**src/rtl/pwm_multi_if.sv**
```systemverilog
// pwm_multi_if: host duty-programming port shared by all PWM channels.
// The host (master) selects a channel, then writes or steps its shadow duty;
// the PWM block (slave) returns the selected shadow value combinationally.
interface pwm_multi_if #(
  parameter int CHANNELS = 4,
  parameter int WIDTH    = 8
);
  localparam int CSW = (CHANNELS > 1) ? $clog2(CHANNELS) : 1;

  logic [CSW-1:0]   ch_sel;
  logic             wr_en;
  logic [WIDTH-1:0] wr_duty;
  logic             duty_inc;
  logic             duty_dec;
  logic [WIDTH-1:0] duty_rd;

  modport master (
    output ch_sel, wr_en, wr_duty, duty_inc, duty_dec,
    input  duty_rd
  );

  modport slave (
    input  ch_sel, wr_en, wr_duty, duty_inc, duty_dec,
    output duty_rd
  );
endinterface

```
**src/rtl/pwm_multi.sv**
```systemverilog
// pwm_multi: multi-channel PWM generator with one shared prescaler and
// period counter, per-channel shadow/active duty registers and a host port.
// Optional macro PWM_MULTI_INVERT_EN adds i_pol to invert (and idle-high)
// individual outputs.
//
// Counter direction FSM (only leaves DIR_UP when CENTER=1):
//   state    | meaning
//   DIR_UP   | counter rising 0..MAX (edge mode stays here and wraps)
//   DIR_DOWN | counter falling MAX-1..1, boundary when leaving 1
module pwm_multi #(
  parameter int CHANNELS = 4,
  parameter int WIDTH    = 8,
  parameter int DIV_W    = 4,
  parameter bit CENTER   = 1'b0
) (
  input  logic                i_clk,
  input  logic                i_rst_n,
  input  logic                i_en,
  input  logic [DIV_W-1:0]    i_div,
`ifdef PWM_MULTI_INVERT_EN
  input  logic [CHANNELS-1:0] i_pol,
`endif
  pwm_multi_if.slave          host,
  output logic [CHANNELS-1:0] o_pwm_out,
  output logic                o_period_start
);

  localparam int               CSW  = (CHANNELS > 1) ? $clog2(CHANNELS) : 1;
  localparam logic [WIDTH-1:0] MAX  = '1;
  localparam logic [WIDTH-1:0] HALF = {1'b1, {(WIDTH-1){1'b0}}};

  typedef enum logic {DIR_UP, DIR_DOWN} dir_t;

  dir_t                r_dir, w_dir_nxt;
  logic [DIV_W-1:0]    r_presc;
  logic [WIDTH-1:0]    r_cnt, w_cnt_nxt;
  logic                w_tick;
  logic                w_boundary;
  logic [WIDTH-1:0]    r_shadow [CHANNELS];
  logic [WIDTH-1:0]    r_active [CHANNELS];
  logic [CHANNELS-1:0] r_pwm;
  logic [CHANNELS-1:0] w_cmp;
  logic [CHANNELS-1:0] w_pol;
  logic                r_period_start;
  logic [CSW-1:0]      w_sel;
  logic                w_sel_ok;

`ifdef PWM_MULTI_INVERT_EN
  assign w_pol = i_pol;
`else
  assign w_pol = '0;
`endif

  assign w_sel    = host.ch_sel;
  assign w_sel_ok = ({{(32-CSW){1'b0}}, w_sel} < 32'(CHANNELS));

  // >= rather than == so that lowering div mid-count never waits for a wrap
  assign w_tick = i_en && (r_presc >= i_div);

  // Prescaler: free-runs while enabled, parked at 0 otherwise
  always_ff @(posedge i_clk) begin
    if (!i_rst_n || !i_en) begin
      r_presc <= '0;
    end else if (w_tick) begin
      r_presc <= '0;
    end else begin
      r_presc <= r_presc + DIV_W'(1);
    end
  end

  // Counter/direction state register
  always_ff @(posedge i_clk) begin
    if (!i_rst_n || !i_en) begin
      r_cnt <= '0;
      r_dir <= DIR_UP;
    end else begin
      r_cnt <= w_cnt_nxt;
      r_dir <= w_dir_nxt;
    end
  end

  // Counter next-state and period boundary detection
  always_comb begin
    w_cnt_nxt  = r_cnt;
    w_dir_nxt  = r_dir;
    w_boundary = 1'b0;
    if (w_tick) begin
      if (!CENTER) begin
        w_cnt_nxt  = r_cnt + WIDTH'(1);
        w_boundary = (r_cnt == MAX);
      end else begin
        case (r_dir)
          DIR_UP: begin
            if (r_cnt == MAX) begin
              w_dir_nxt = DIR_DOWN;
              w_cnt_nxt = r_cnt - WIDTH'(1);
            end else begin
              w_cnt_nxt = r_cnt + WIDTH'(1);
            end
          end
          DIR_DOWN: begin
            if (r_cnt == WIDTH'(1)) begin
              w_dir_nxt  = DIR_UP;
              w_cnt_nxt  = '0;
              w_boundary = 1'b1;
            end else begin
              w_cnt_nxt = r_cnt - WIDTH'(1);
            end
          end
          default: begin
            w_dir_nxt = DIR_UP;
            w_cnt_nxt = '0;
          end
        endcase
      end
    end
  end

  // Per-channel compare against the pre-increment counter value
  always_comb begin
    w_cmp = '0;
    for (int i = 0; i < CHANNELS; i++) begin
      w_cmp[i] = (r_active[i] > r_cnt);
    end
  end

  // Output register and boundary pulse; outputs idle at their polarity
  always_ff @(posedge i_clk) begin
    if (!i_rst_n || !i_en) begin
      r_pwm          <= w_pol;
      r_period_start <= 1'b0;
    end else begin
      r_period_start <= w_boundary;
      if (w_tick) begin
        r_pwm <= w_cmp ^ w_pol;
      end
    end
  end

  // Shadow updates from the host and shadow-to-active transfer
  always_ff @(posedge i_clk) begin
    if (!i_rst_n) begin
      for (int i = 0; i < CHANNELS; i++) begin
        r_shadow[i] <= HALF;
        r_active[i] <= HALF;
      end
    end else begin
      for (int i = 0; i < CHANNELS; i++) begin
        // Active reads the old shadow, so a same-cycle host write waits a period
        if (!i_en || w_boundary) begin
          r_active[i] <= r_shadow[i];
        end
        if (w_sel_ok && (w_sel == CSW'(i))) begin
          if (host.wr_en) begin
            r_shadow[i] <= host.wr_duty;
          end else if (host.duty_inc && !host.duty_dec) begin
            if (r_shadow[i] != MAX) r_shadow[i] <= r_shadow[i] + WIDTH'(1);
          end else if (host.duty_dec && !host.duty_inc) begin
            if (r_shadow[i] != '0) r_shadow[i] <= r_shadow[i] - WIDTH'(1);
          end
        end
      end
    end
  end

  assign host.duty_rd   = w_sel_ok ? r_shadow[w_sel] : '0;
  assign o_pwm_out      = r_pwm;
  assign o_period_start = r_period_start;

endmodule

```
**src/flat_wrapper.sv**
```systemverilog
// flat-port wrapper written by rule: the top's interface ports become plain ports
module pwm_multi_flat 
#(
  parameter int CHANNELS = 4,
  parameter int WIDTH    = 8,
  parameter int DIV_W    = 4,
  parameter bit CENTER   = 1'b0
)
  (i_clk, i_rst_n, i_en, i_div, o_pwm_out, o_period_start, host_ch_sel, host_wr_en, host_wr_duty, host_duty_inc, host_duty_dec, host_duty_rd);
  pwm_multi_if #(.CHANNELS(CHANNELS), .WIDTH(WIDTH)) host_i ();
  input  logic i_clk;
  input  logic i_rst_n;
  input  logic i_en;
  input  logic [DIV_W-1:0] i_div;
  output logic [CHANNELS-1:0] o_pwm_out;
  output logic o_period_start;
  input wire logic [$bits(host_i.ch_sel)-1:0] host_ch_sel;
  input wire logic [$bits(host_i.wr_en)-1:0] host_wr_en;
  input wire logic [$bits(host_i.wr_duty)-1:0] host_wr_duty;
  input wire logic [$bits(host_i.duty_inc)-1:0] host_duty_inc;
  input wire logic [$bits(host_i.duty_dec)-1:0] host_duty_dec;
  output wire logic [$bits(host_i.duty_rd)-1:0] host_duty_rd;
  assign host_i.ch_sel = host_ch_sel;
  assign host_i.wr_en = host_wr_en;
  assign host_i.wr_duty = host_wr_duty;
  assign host_i.duty_inc = host_duty_inc;
  assign host_i.duty_dec = host_duty_dec;
  assign host_duty_rd = host_i.duty_rd;
  pwm_multi #(.CHANNELS(CHANNELS), .WIDTH(WIDTH), .DIV_W(DIV_W), .CENTER(CENTER)) u_core (.i_clk(i_clk), .i_rst_n(i_rst_n), .i_en(i_en), .i_div(i_div), .host(host_i), .o_pwm_out(o_pwm_out), .o_period_start(o_period_start));
endmodule
```
**config.mk**
```make
export PLATFORM = sky130hd
export DESIGN_NAME = pwm_multi_flat
export DESIGN_NICKNAME = d
export VERILOG_FILES = /design/src/rtl/pwm_multi_if.sv /design/src/rtl/pwm_multi.sv /design/src/flat_wrapper.sv
export SDC_FILE = /design/constraint.sdc
export NUM_CORES = 1
export LEC_CHECK = 0
export ABC_AREA = 1
export CORE_UTILIZATION = 30
export CTS_BUF_LIST = sky130_fd_sc_hd__clkbuf_8
export CTS_CLUSTER_SIZE = 16
export DETAILED_ROUTE_END_ITERATION = 8
export MAX_ROUTING_LAYER = met4
export SLEW_MARGIN = 20
export SYNTH_ARGS = -nofsm -noshare
export SYNTH_HDL_FRONTEND = slang
export SYNTH_SLANG_ARGS = --single-unit
export TNS_END_PERCENT = 5
```
**constraint.sdc**
```tcl
create_clock -name i_clk -period 8.4 [get_ports i_clk]
set_input_delay 2.52 -clock i_clk [delete_from_list [all_inputs] [get_ports i_clk]]
set_output_delay 2.52 -clock i_clk [all_outputs]
set_load 0.005 [all_outputs]
```
==> flow_summary.toml <==
[run_status]
outcome = "finished, final reports clean"

[global_route]
overflow = 0
grt_pass1_wl_um = 27500
grt_usage = 0.169
grt_pass1_vias = 5162
antenna_found_initial = 0
grt_max_degree = 33

[drt]
wire_per_inst_um = 15.4
viasPerCell = 4.80
drt_iter0_markers = 408
via_count = 5379
drt_wl_total_um = 17200
first_pass_iters = 5
drc_errors = 0
postRouteAntennaNets = 0

[critical_path]
path_max_fanout = 10
path_buf_inv = 2
critical_path_required_ns = 5.88
critPathMaxStageDelay_ns = 0.81
r2r_start = "u_core.r_presc[2]"
cp_common_cell = "clkdlybuf4s50_1"
cp_slowest_cell = "clkdlybuf4s50_1"
worstSetupPathType = "input pin to output pin"
start_kind = "input pin"
end_kind = "output pin"
cp_top_family = "buffers and inverters"
crit_path_start = "host_ch_sel[1]"
worstPathArrival_ns = 4.62
worstPathCellList = "clkdlybuf4s50_1 -> nand2_2 -> o22ai_1 -> a21oi_1 -> o21ai_0 -> clkdlybuf4s50_1"

[timing]
fmax_mhz = 140
final.period_utilization = 0.851
slew_viol_final = 0
fin_tns_setup_ns = 0
finalHoldViolCount = 0
worst_pin_slew_ns = 0.701
grt_setup_unrepaired = "no"
setup_viol = 0
layout_min_cycle_time_ns = 7.14
maxSlewHeadroom = 0.531
fin_skew_ns = 0.0187

[floorplanning]
start_util = 0.311
die_w_um = 148
die_h_um = 148
rows = 52
dieArea_mm2 = 0.0218
ioPinCount = 33
core-area_mm2 = 0.0205

[clock_network]
cts.sinks = 81
root_buffer = "clkbuf_8"
postCtsSetupRepairBufs = 0
cts_made_buffers = 9
clock_latency_ns = 0.39
ctsResizeCount = 0
clk_pin_slew_ns = 0.09
tritoncts = "done"
htreeDepth = 3
hold_buffers = 0
clockBufferDepth = 2

[power_and_ir_drop]
peakVddDrop_mv = 0.0746
p_leak_nw = 3.00
powerDensity_mw_per_mm2 = 134

[final_layout]
nets = 916
diodes = 0
drive_gt1_frac = 0.0881
layout_common_cells = "198 x nand2_1, 97 x inv_1, 89 x nor2_1"
stdcell_area_mm2 = 0.00711
mostFrequentLayoutCell = "nand2_1"
area_delta_synth_final_pct = 11.7

[placement]
dp.final_hpwl_um = 13300
gp_congestion = 0.924
portBuffers = 32
dpl-instance-area_mm2 = 0.00690

[yosys]
yosys_warnings = 0
ys_ff_latch = 81
syn_inst = 820
syn-num-nets = 890
syn_area_mm2 = 0.00637
yosysSeqAreaShare = 0.355
avgSynthCellArea_um2 = 7.76
async_reset_ff_frac = 0
ys.flop_type = "edfxtp_1"
yosys.cell_types.count = 42
synth-edff-count = 64

[run]
cap_violations = 0

[min_path]
min-delay-start = "u_core.o_pwm_out[1]"
hp-class = "register to register"
registers in the layout (all words and copies together) (netlist names):
register,count
u_core.r_active,32
u_core.r_shadow,32
u_core.r_cnt,8
u_core.o_pwm_out,4
u_core.r_presc,4
u_core.o_period_start,1
area by class of cell:
type	instances	area, um^2
timing repair buffer	34	335
tap	270	338
multi-input combinational	611	3540
fill	2186	13400
clock buffer	10	138
sequential	81	2260
inverter	109	423
clock inverter	6	73.8
worst reg2reg max path, cell delays in order, from the launching register on:
cell      delay, ns
dfxtp_1        0.40
ha_1           0.25
nand2_1        0.06
inv_1          0.04
nand3_1        0.06
nand3_1        0.35
a21boi_2       0.23
buf_4          0.33
nand2_1        0.09
buf_4          0.28
worst paths after layout:
path	to	cells past startpoint	slack [ns]
worst min-delay path	u_core.o_pwm_out[1]	2	0.46
worst max register to register	u_core.r_active[2][2]	9	5.98
worst min register to register	u_core.o_pwm_out[1]	2	0.46
worst max-delay path	host_duty_rd[6]	6	1.26
per-stage QoR:
stage,instances,utilization,hold slack (ns),power [mW],setup slack [ns]
after CTS,1121,0.347,0.461,0.962,1.31
after global routing,1121,0.347,0.470,0.999,1.21
after global placement,1105,0.337,0.444,0.646,1.34
after floorplan,820,-,0.430,0.592,2.80
final,1121,0.347,0.457,0.955,1.26
after detailed placement,1105,0.337,0.446,0.648,1.31
Yosys cell counts, types with 10 or more instances:
| master | count | share of area |
|---|---|---|
| nand2_1 | 198 | 0.12 |
| inv_1 | 97 | 0.057 |
| nor2_1 | 89 | 0.052 |
| edfxtp_1 | 64 | 0.30 |
| nand3_1 | 60 | 0.047 |
| ha_1 | 50 | 0.098 |
| nor3_1 | 31 | 0.024 |
| a21oi_1 | 30 | 0.024 |
| xor2_1 | 25 | 0.034 |
| o21ai_0 | 20 | 0.016 |
| nand4_1 | 18 | 0.018 |
| dfxtp_1 | 17 | 0.053 |
| nor2_4 | 11 | 0.019 |
| o21ai_1 | 10 | 0.0079 |
cells by family after synthesis:
kind of cell | Yosys count | share of synthesized area
and+or+nand+nor | 439 | 0.327
buffers and inverters | 128 | 0.0884
AOI/OAI and AO/OA | 91 | 0.0886
DFF | 81 | 0.355
adders and majority gates | 50 | 0.0983
xor gates and xnor gates | 31 | 0.0426
per-layer routing:
metal | wire length [um] | GRT usage
met1 | 8100 | 0.218
met3 | 916 | 0.0343
met4 | 371 | 0.0546
met5 | 0 | -
met2 | 7840 | 0.263
where the power goes:
part           switching, mW  internal (mW)
Combinational          0.107         0.0600
Sequential            0.0208          0.453
Clock                  0.165          0.150
(Power assumes the default switching activity.)
